[src/rtl/xillybus_rd128_arbiter_pkg.sv]
// Shared definitions for the 128-bit Xillybus read-side source arbiter:
// FSM state codes, trailer magic and trailer field positions.
package xillybus_rd128_arbiter_pkg;

    localparam int unsigned WORD_W = 128;

    localparam logic [1:0] ST_IDLE  = 2'd0;
    localparam logic [1:0] ST_DATA  = 2'd1;
    localparam logic [1:0] ST_TRAIL = 2'd2;

    localparam logic [15:0] TRAILER_MAGIC = 16'hA5C3;

    // Trailer layout: magic, source id, word count, 7 zero bits, last flag, 87 zero bits
    localparam int unsigned TRL_MAGIC_LSB = 111;
    localparam int unsigned TRL_ID_LSB    = 103;
    localparam int unsigned TRL_COUNT_LSB = 95;
    localparam int unsigned TRL_LAST_BIT  = 87;

    function automatic logic [WORD_W-1:0] make_trailer(input logic [7:0] id,
                                                        input logic [7:0] count,
                                                        input logic       last_flag);
        logic [WORD_W-1:0] t;
        t = '0;
        t[TRL_MAGIC_LSB +: 16] = TRAILER_MAGIC;
        t[TRL_ID_LSB    +: 8]  = id;
        t[TRL_COUNT_LSB +: 8]  = count;
        t[TRL_LAST_BIT]        = last_flag;
        return t;
    endfunction

endpackage

[src/rtl/xillybus_rd128_arbiter_fifo.sv]
// Synchronous 128-bit FIFO with standard (registered, non-FWFT) read data
// and a synchronous clear; read and write may coincide at full and at empty.
module xillybus_sync_fifo128
    import xillybus_rd128_arbiter_pkg::*;
#(
    parameter int unsigned DEPTH = 8
) (
    input  logic              i_clk,
    input  logic              i_rst,
    input  logic              i_clr,
    input  logic              i_wr_en,
    input  logic [WORD_W-1:0] i_wr_data,
    input  logic              i_rd_en,
    output logic [WORD_W-1:0] o_rd_data,
    output logic              o_full,
    output logic              o_empty
);
    localparam int unsigned AW = $clog2(DEPTH);

    logic [WORD_W-1:0] r_mem [DEPTH];
    logic [AW:0]       r_wptr;
    logic [AW:0]       r_rptr;
    logic [WORD_W-1:0] r_rd_data;
    logic              w_wr;
    logic              w_rd;

    assign o_empty   = (r_wptr == r_rptr);
    assign o_full    = (r_wptr[AW] != r_rptr[AW]) && (r_wptr[AW-1:0] == r_rptr[AW-1:0]);
    assign w_rd      = i_rd_en && !o_empty;
    assign w_wr      = i_wr_en && (!o_full || w_rd);
    assign o_rd_data = r_rd_data;

    always_ff @(posedge i_clk) begin
        if (w_wr) begin
            r_mem[r_wptr[AW-1:0]] <= i_wr_data;
        end
    end

    // Clear drops queued words but leaves the last presented read word alone
    always_ff @(posedge i_clk) begin
        if (i_rst) begin
            r_wptr    <= '0;
            r_rptr    <= '0;
            r_rd_data <= '0;
        end else if (i_clr) begin
            r_wptr <= '0;
            r_rptr <= '0;
        end else begin
            if (w_wr) begin
                r_wptr <= r_wptr + (AW+1)'(1);
            end
            if (w_rd) begin
                r_rd_data <= r_mem[r_rptr[AW-1:0]];
                r_rptr    <= r_rptr + (AW+1)'(1);
            end
        end
    end

endmodule

[src/rtl/xillybus_rd128_arbiter.sv]
// Round-robin arbiter merging NUM_SRC 128-bit producers into one Xillybus
// read stream; each burst is followed by a trailer word naming its source.
module xillybus_rd128_arbiter
    import xillybus_rd128_arbiter_pkg::*;
#(
    parameter int unsigned NUM_SRC    = 4,
    parameter int unsigned BURST_LEN  = 16,
    parameter int unsigned FIFO_DEPTH = 8
) (
    input  logic                        bus_clk,
    input  logic                        bus_rst,
    input  logic [NUM_SRC*WORD_W-1:0]   src_data,
    input  logic [NUM_SRC-1:0]          src_valid,
    input  logic [NUM_SRC-1:0]          src_last,
    input  logic [NUM_SRC-1:0]          src_eof,
    output logic [NUM_SRC-1:0]          src_ready,
    input  logic                        user_r_read_128_rden,
    input  logic                        user_r_read_128_open,
    output logic [WORD_W-1:0]           user_r_read_128_data,
    output logic                        user_r_read_128_empty,
    output logic                        user_r_read_128_eof
);
    localparam int unsigned GW = $clog2(NUM_SRC);

    logic [1:0]        r_state, w_state_nxt;
    logic [GW-1:0]     r_grant, w_grant_nxt;
    logic [GW-1:0]     r_rr_ptr, w_rr_nxt;
    logic [7:0]        r_count, w_count_nxt;
    logic              r_last_flag, w_last_nxt;
    logic              r_eof, w_eof_nxt;
    logic [GW-1:0]     w_pick, w_cand;
    logic              w_found;
    logic              w_accept;
    logic              w_fifo_wr, w_fifo_full, w_fifo_empty;
    logic [WORD_W-1:0] w_fifo_wdata;
    logic [WORD_W-1:0] w_src_words [NUM_SRC];

    for (genvar gi = 0; gi < NUM_SRC; gi++) begin : g_src
        assign w_src_words[gi] = src_data[gi*WORD_W +: WORD_W];
    end

    // First valid source at or after rr_ptr, wrapping modulo NUM_SRC
    always_comb begin
        w_found = 1'b0;
        w_pick  = '0;
        w_cand  = '0;
        for (int unsigned i = 0; i < NUM_SRC; i++) begin
            w_cand = GW'((32'(r_rr_ptr) + i) % NUM_SRC);
            if (!w_found && src_valid[w_cand]) begin
                w_found = 1'b1;
                w_pick  = w_cand;
            end
        end
    end

    always_comb begin
        src_ready = '0;
        if (!bus_rst && user_r_read_128_open && r_state == ST_DATA && !w_fifo_full) begin
            src_ready[r_grant] = 1'b1;
        end
    end

    assign w_accept  = src_ready[r_grant] && src_valid[r_grant];
    assign w_eof_nxt = (&src_eof) && !(|src_valid) && (r_state == ST_IDLE) && w_fifo_empty;

    always_comb begin
        w_state_nxt  = r_state;
        w_grant_nxt  = r_grant;
        w_rr_nxt     = r_rr_ptr;
        w_count_nxt  = r_count;
        w_last_nxt   = r_last_flag;
        w_fifo_wr    = 1'b0;
        w_fifo_wdata = w_src_words[r_grant];
        if (!user_r_read_128_open) begin
            w_state_nxt = ST_IDLE;
        end else begin
            case (r_state)
                ST_IDLE: begin
                    if (w_found) begin
                        w_grant_nxt = w_pick;
                        w_count_nxt = '0;
                        w_last_nxt  = 1'b0;
                        w_state_nxt = ST_DATA;
                    end
                end
                ST_DATA: begin
                    if (w_accept) begin
                        w_fifo_wr   = 1'b1;
                        w_count_nxt = r_count + 8'd1;
                        if (src_last[r_grant] || w_count_nxt == 8'(BURST_LEN)) begin
                            w_last_nxt  = src_last[r_grant];
                            w_state_nxt = ST_TRAIL;
                        end
                    end
                end
                ST_TRAIL: begin
                    if (!w_fifo_full) begin
                        w_fifo_wr    = 1'b1;
                        w_fifo_wdata = make_trailer(8'(r_grant), r_count, r_last_flag);
                        w_rr_nxt     = (r_grant == GW'(NUM_SRC-1)) ? '0 : r_grant + GW'(1);
                        w_state_nxt  = ST_IDLE;
                    end
                end
                default: w_state_nxt = ST_IDLE;
            endcase
        end
    end

    always_ff @(posedge bus_clk) begin
        if (bus_rst) begin
            r_state     <= ST_IDLE;
            r_grant     <= '0;
            r_rr_ptr    <= '0;
            r_count     <= '0;
            r_last_flag <= 1'b0;
            r_eof       <= 1'b0;
        end else begin
            r_state     <= w_state_nxt;
            r_grant     <= w_grant_nxt;
            r_rr_ptr    <= w_rr_nxt;
            r_count     <= w_count_nxt;
            r_last_flag <= w_last_nxt;
            r_eof       <= w_eof_nxt;
        end
    end

    xillybus_sync_fifo128 #(.DEPTH(FIFO_DEPTH)) u_fifo (
        .i_clk     (bus_clk),
        .i_rst     (bus_rst),
        .i_clr     (!user_r_read_128_open),
        .i_wr_en   (w_fifo_wr),
        .i_wr_data (w_fifo_wdata),
        .i_rd_en   (user_r_read_128_rden),
        .o_rd_data (user_r_read_128_data),
        .o_full    (w_fifo_full),
        .o_empty   (w_fifo_empty)
    );

    assign user_r_read_128_empty = w_fifo_empty;
    assign user_r_read_128_eof   = r_eof;

endmodule

[config.mk]
export PLATFORM = sky130hd
export DESIGN_NAME = xillybus_rd128_arbiter
export DESIGN_NICKNAME = d
export VERILOG_FILES = /design/src/rtl/xillybus_rd128_arbiter_pkg.sv /design/src/rtl/xillybus_rd128_arbiter_fifo.sv /design/src/rtl/xillybus_rd128_arbiter.sv
export SDC_FILE = /design/constraint.sdc
export NUM_CORES = 1
export LEC_CHECK = 0
export ABC_AREA = 1
export BUFFER_PORTS_ARGS = -buffer_cell sky130_fd_sc_hd__buf_4
export CAP_MARGIN = 0
export CORE_MARGIN = 4
export CORE_UTILIZATION = 40
export CTS_CLUSTER_SIZE = 14
export DETAILED_ROUTE_END_ITERATION = 7
export GPL_TIMING_DRIVEN = 1
export PLACE_DENSITY_LB_ADDON = 0.12
export SYNTH_ARGS = -nofsm -noshare
export SYNTH_HDL_FRONTEND = slang
export SYNTH_SLANG_ARGS = --single-unit
[constraint.sdc]
create_clock -name bus_clk -period 10.9 [get_ports bus_clk]
set_clock_uncertainty 0.2 [all_clocks]
set_input_delay 0 -clock bus_clk [delete_from_list [all_inputs] [get_ports bus_clk]]
set_output_delay 0 -clock bus_clk [all_outputs]
set_load 0.02 [all_outputs]
==> results.toml <==
[timing]
hold_ws_ps = 43.47
clock.fmax_ghz = 0.1358
grt_setup_unrepaired = "false"
fin_setup_tns_ps = 0
worst_slew_pin_slew_ps = 1253
fin_crit_ps = 7365
setup_slack_ps = 3535
slew_viol_final = 0
max_slew_margin_pct = 16.25
setup_violations = 0
finalHoldViolCount = 0
fin_crit_sh_pct = 67.57

[layout]
drive_gt1_share_pct = 17.44
fin_area_um2 = 61920
seq_area_um2 = 33810
layoutNonFillerInstCount = 6951
antenna_cells = 0
fill_cells = 10860
multiInputGateArea_um2 = 13240
nets = 5759
syn2layout_area_growth_pct = 26.21
final_core_util_pct = 50.81

[critical_path]
cp.required_ps = 11020
path_class = "register to register"
crit_path_cell_trace = "buf_4, inv_6, nand2_1, nand2_1, nand4_2, nand4_1, nand2_1, dlygate4sd3_1, nand2_2, nand2_4, dlygate4sd3_1, inv_4, nand2_4, nand2_4, or2_4, nor2_4, buf_4, buf_4"
crit_path_max_fanout = 56
critPathSlowestCell = "buf_4"
slowest_delay_ps = 840
cp.arrival_ps = 7480
cp-startpoint = "u_fifo.r_rptr[2]"
crit-reg2reg-launch = "u_fifo.r_rptr[2]"
reg2reg_depth = 18
crit_path_end_kind = "register"
startpoint_type = "register"

[routing]
drc_errors = 0
ant_nets = 0
wl_per_cell_um = 22.08
vias = 37370
vias_per_cell = 5.375
wl_um = 153500
dr.pass1.iters = 5
drt-initial-drc-count = 2905

[clock_tree]
cts_resized = 0
cts_max_level = 3
ctsRootBufferMaster = "clkbuf_16"
numCtsBuffers = 120
cts_tree = "built"
clk_latency_ps = 690
path_clk_slew_ps = 60
cts_buffer_depth = 3
clock-sinks = 1176

[pwr]
p_leak_nw = 22.97
power.total_mw = 10.07
vdd_drop_max_uv = 128.4
p_per_area_nw_per_um2 = 162.6

[grt]
grt_overflow = 0
gr-usage-all-layers_pct = 22.92
grt_pass1_vias = 36210
grt_pass1_wl_um = 224200
grt_max_degree = 159
antenna_found_initial = 2

[run]
drv_cap = 0

[placement]
place.gp.congestion = 0.8396
hpwl_um = 87030
io_buffers = 661
place_ws_ps = 4687
dpl-instance-area_um2 = 55140
dp_cells = 6452

[hold_path]
hp-start = "src_data[463]"
hold_path_class = "input pin to register"
min_path_cells = 5

[floorplanning]
start_util_pct = 40.26
ios = 662
rows = 128
fp.dieH_um = 358.2
die_x_um = 358.2
design.die.area_um2 = 128300
core_area_um2 = 121900

[logic_synthesis]
ys_ff_latch = 1176
yosysSeqAreaShare_pct = 68.88
synth_top_area_share_pct = 62.67
synth_nets = 4999
synth_area_leader_cell = "edfxtp_1"
synth.distinct_cells = 38
postSynthCellCount = 4460
yosys_warnings = 0
synth_area_per_cell_um2 = 11.00
ys_top_cells_by_area = "edfxtp_1, o21ai_0, dfxtp_1, nor2_1, o22ai_1"
synth.cell_area_um2 = 49060

[status]
status = "finished, final reports clean"
cell usage in the layout (no fill, tap or decap), types with 40 or more instances in the layout:
| master | synthesis | final |
|---|---|---|
| nand2_1 | 445 | 445 |
| nor2_1 | 807 | 803 |
| o22ai_1 | 365 | 365 |
| o21ai_0 | 885 | 885 |
| dlygate4sd3_1 | 0 | 271 |
| clkbuf_1 | 245 | 40 |
| a31oi_1 | 128 | 128 |
| buf_4 | 9 | 708 |
| edfxtp_1 | 1024 | 1024 |
| dfxtp_1 | 152 | 147 |
| clkbuf_16 | 0 | 122 |
| inv_1 | 155 | 154 |
sequential cells by signal, summed over array words and instances (netlist names):
register	flops
r_count	8
r_grant	2
r_last_flag	1
r_rr_ptr	2
r_state	2
u_fifo.o_rd_data	128
u_fifo.r_mem	1024
u_fifo.r_rptr	4
u_fifo.r_wptr	4
user_r_read_128_eof	1
worst max-delay path, delay by kind of cell, from the launching register on:
family / cells / cell delay, ps
DFF: 1 / 790
buffers and inverters: 7 / 3960
and+or+nand+nor: 11 / 1930
synthesized netlist by cell type:
master    instances
nand2_2           5
inv_2             8
or2_4             1
buf_4             9
nand4_1           8
a21oi_1          20
dfxtp_1         152
buf_6             2
clkbuf_1        245
ha_1             11
inv_6             1
xnor2_1           2
o21ai_1          35
clkbuf_2          1
nand4_2           1
o21a_1            1
edfxtp_1       1024
nor2_4            2
o22ai_1         365
nand2_1         445
nand3_1          20
inv_4             1
nor4_1            2
nor2_2            4
nand2_4           4
a31oi_1         128
inv_1           155
buf_2            85
o21ai_0         885
nor2_1          807
and3_1            1
buf_1             3
xor2_1            3
nor3_1            2
a32o_1            1
nand3b_1          1
o211ai_1          1
o221ai_1         19
repair_timing:
action                                 in CTS  in global routing
hold buffers                              271                  0
setup buffers                               0                  0
endpoints found under the hold margin    1084                  0
final timing paths:
path	slack, ps	end
worst max-delay path	3540	u_fifo.r_mem[6][72]
worst min-delay path	40	u_fifo.r_mem[1][79]
worst max register to register	3540	u_fifo.r_mem[6][72]
worst min register to register	290	u_fifo.r_wptr[3]
layout make-up:
| type | instances | area share [%] |
|---|---|---|
| clock buffers | 175 | 5.461 |
| multi-input cells | 2774 | 21.39 |
| well taps | 1625 | 3.283 |
| flip-flops and latches | 1176 | 54.60 |
| inverters | 165 | 1.065 |
| clock inverters | 53 | 1.111 |
| repair buffers | 983 | 13.09 |
metal layers:
metal  up-vias  wire length, µm  track usage (%)
li1      17660                -                -
met1     18370            67630            31.77
met2      1163            73270            38.36
met3       180             9819            3.419
met4         0             2744            5.118
met5         -                0                0
power by group:
part           internal, mW  total (mW)  switching, mW
combinational         0.352       0.826          0.474
sequential             5.03        5.04        0.00926
clock                  2.52        4.20           1.68
cell families after synthesis:
family | synth area share (%)
adders and majority gates | 0.2805
and+or+nand+nor | 10.25
AOI/OAI and AO/OA | 16.27
buffers and inverters | 4.236
xor gates and xnor gates | 0.08927
DFF | 68.88
(Power assumes the default switching activity.)
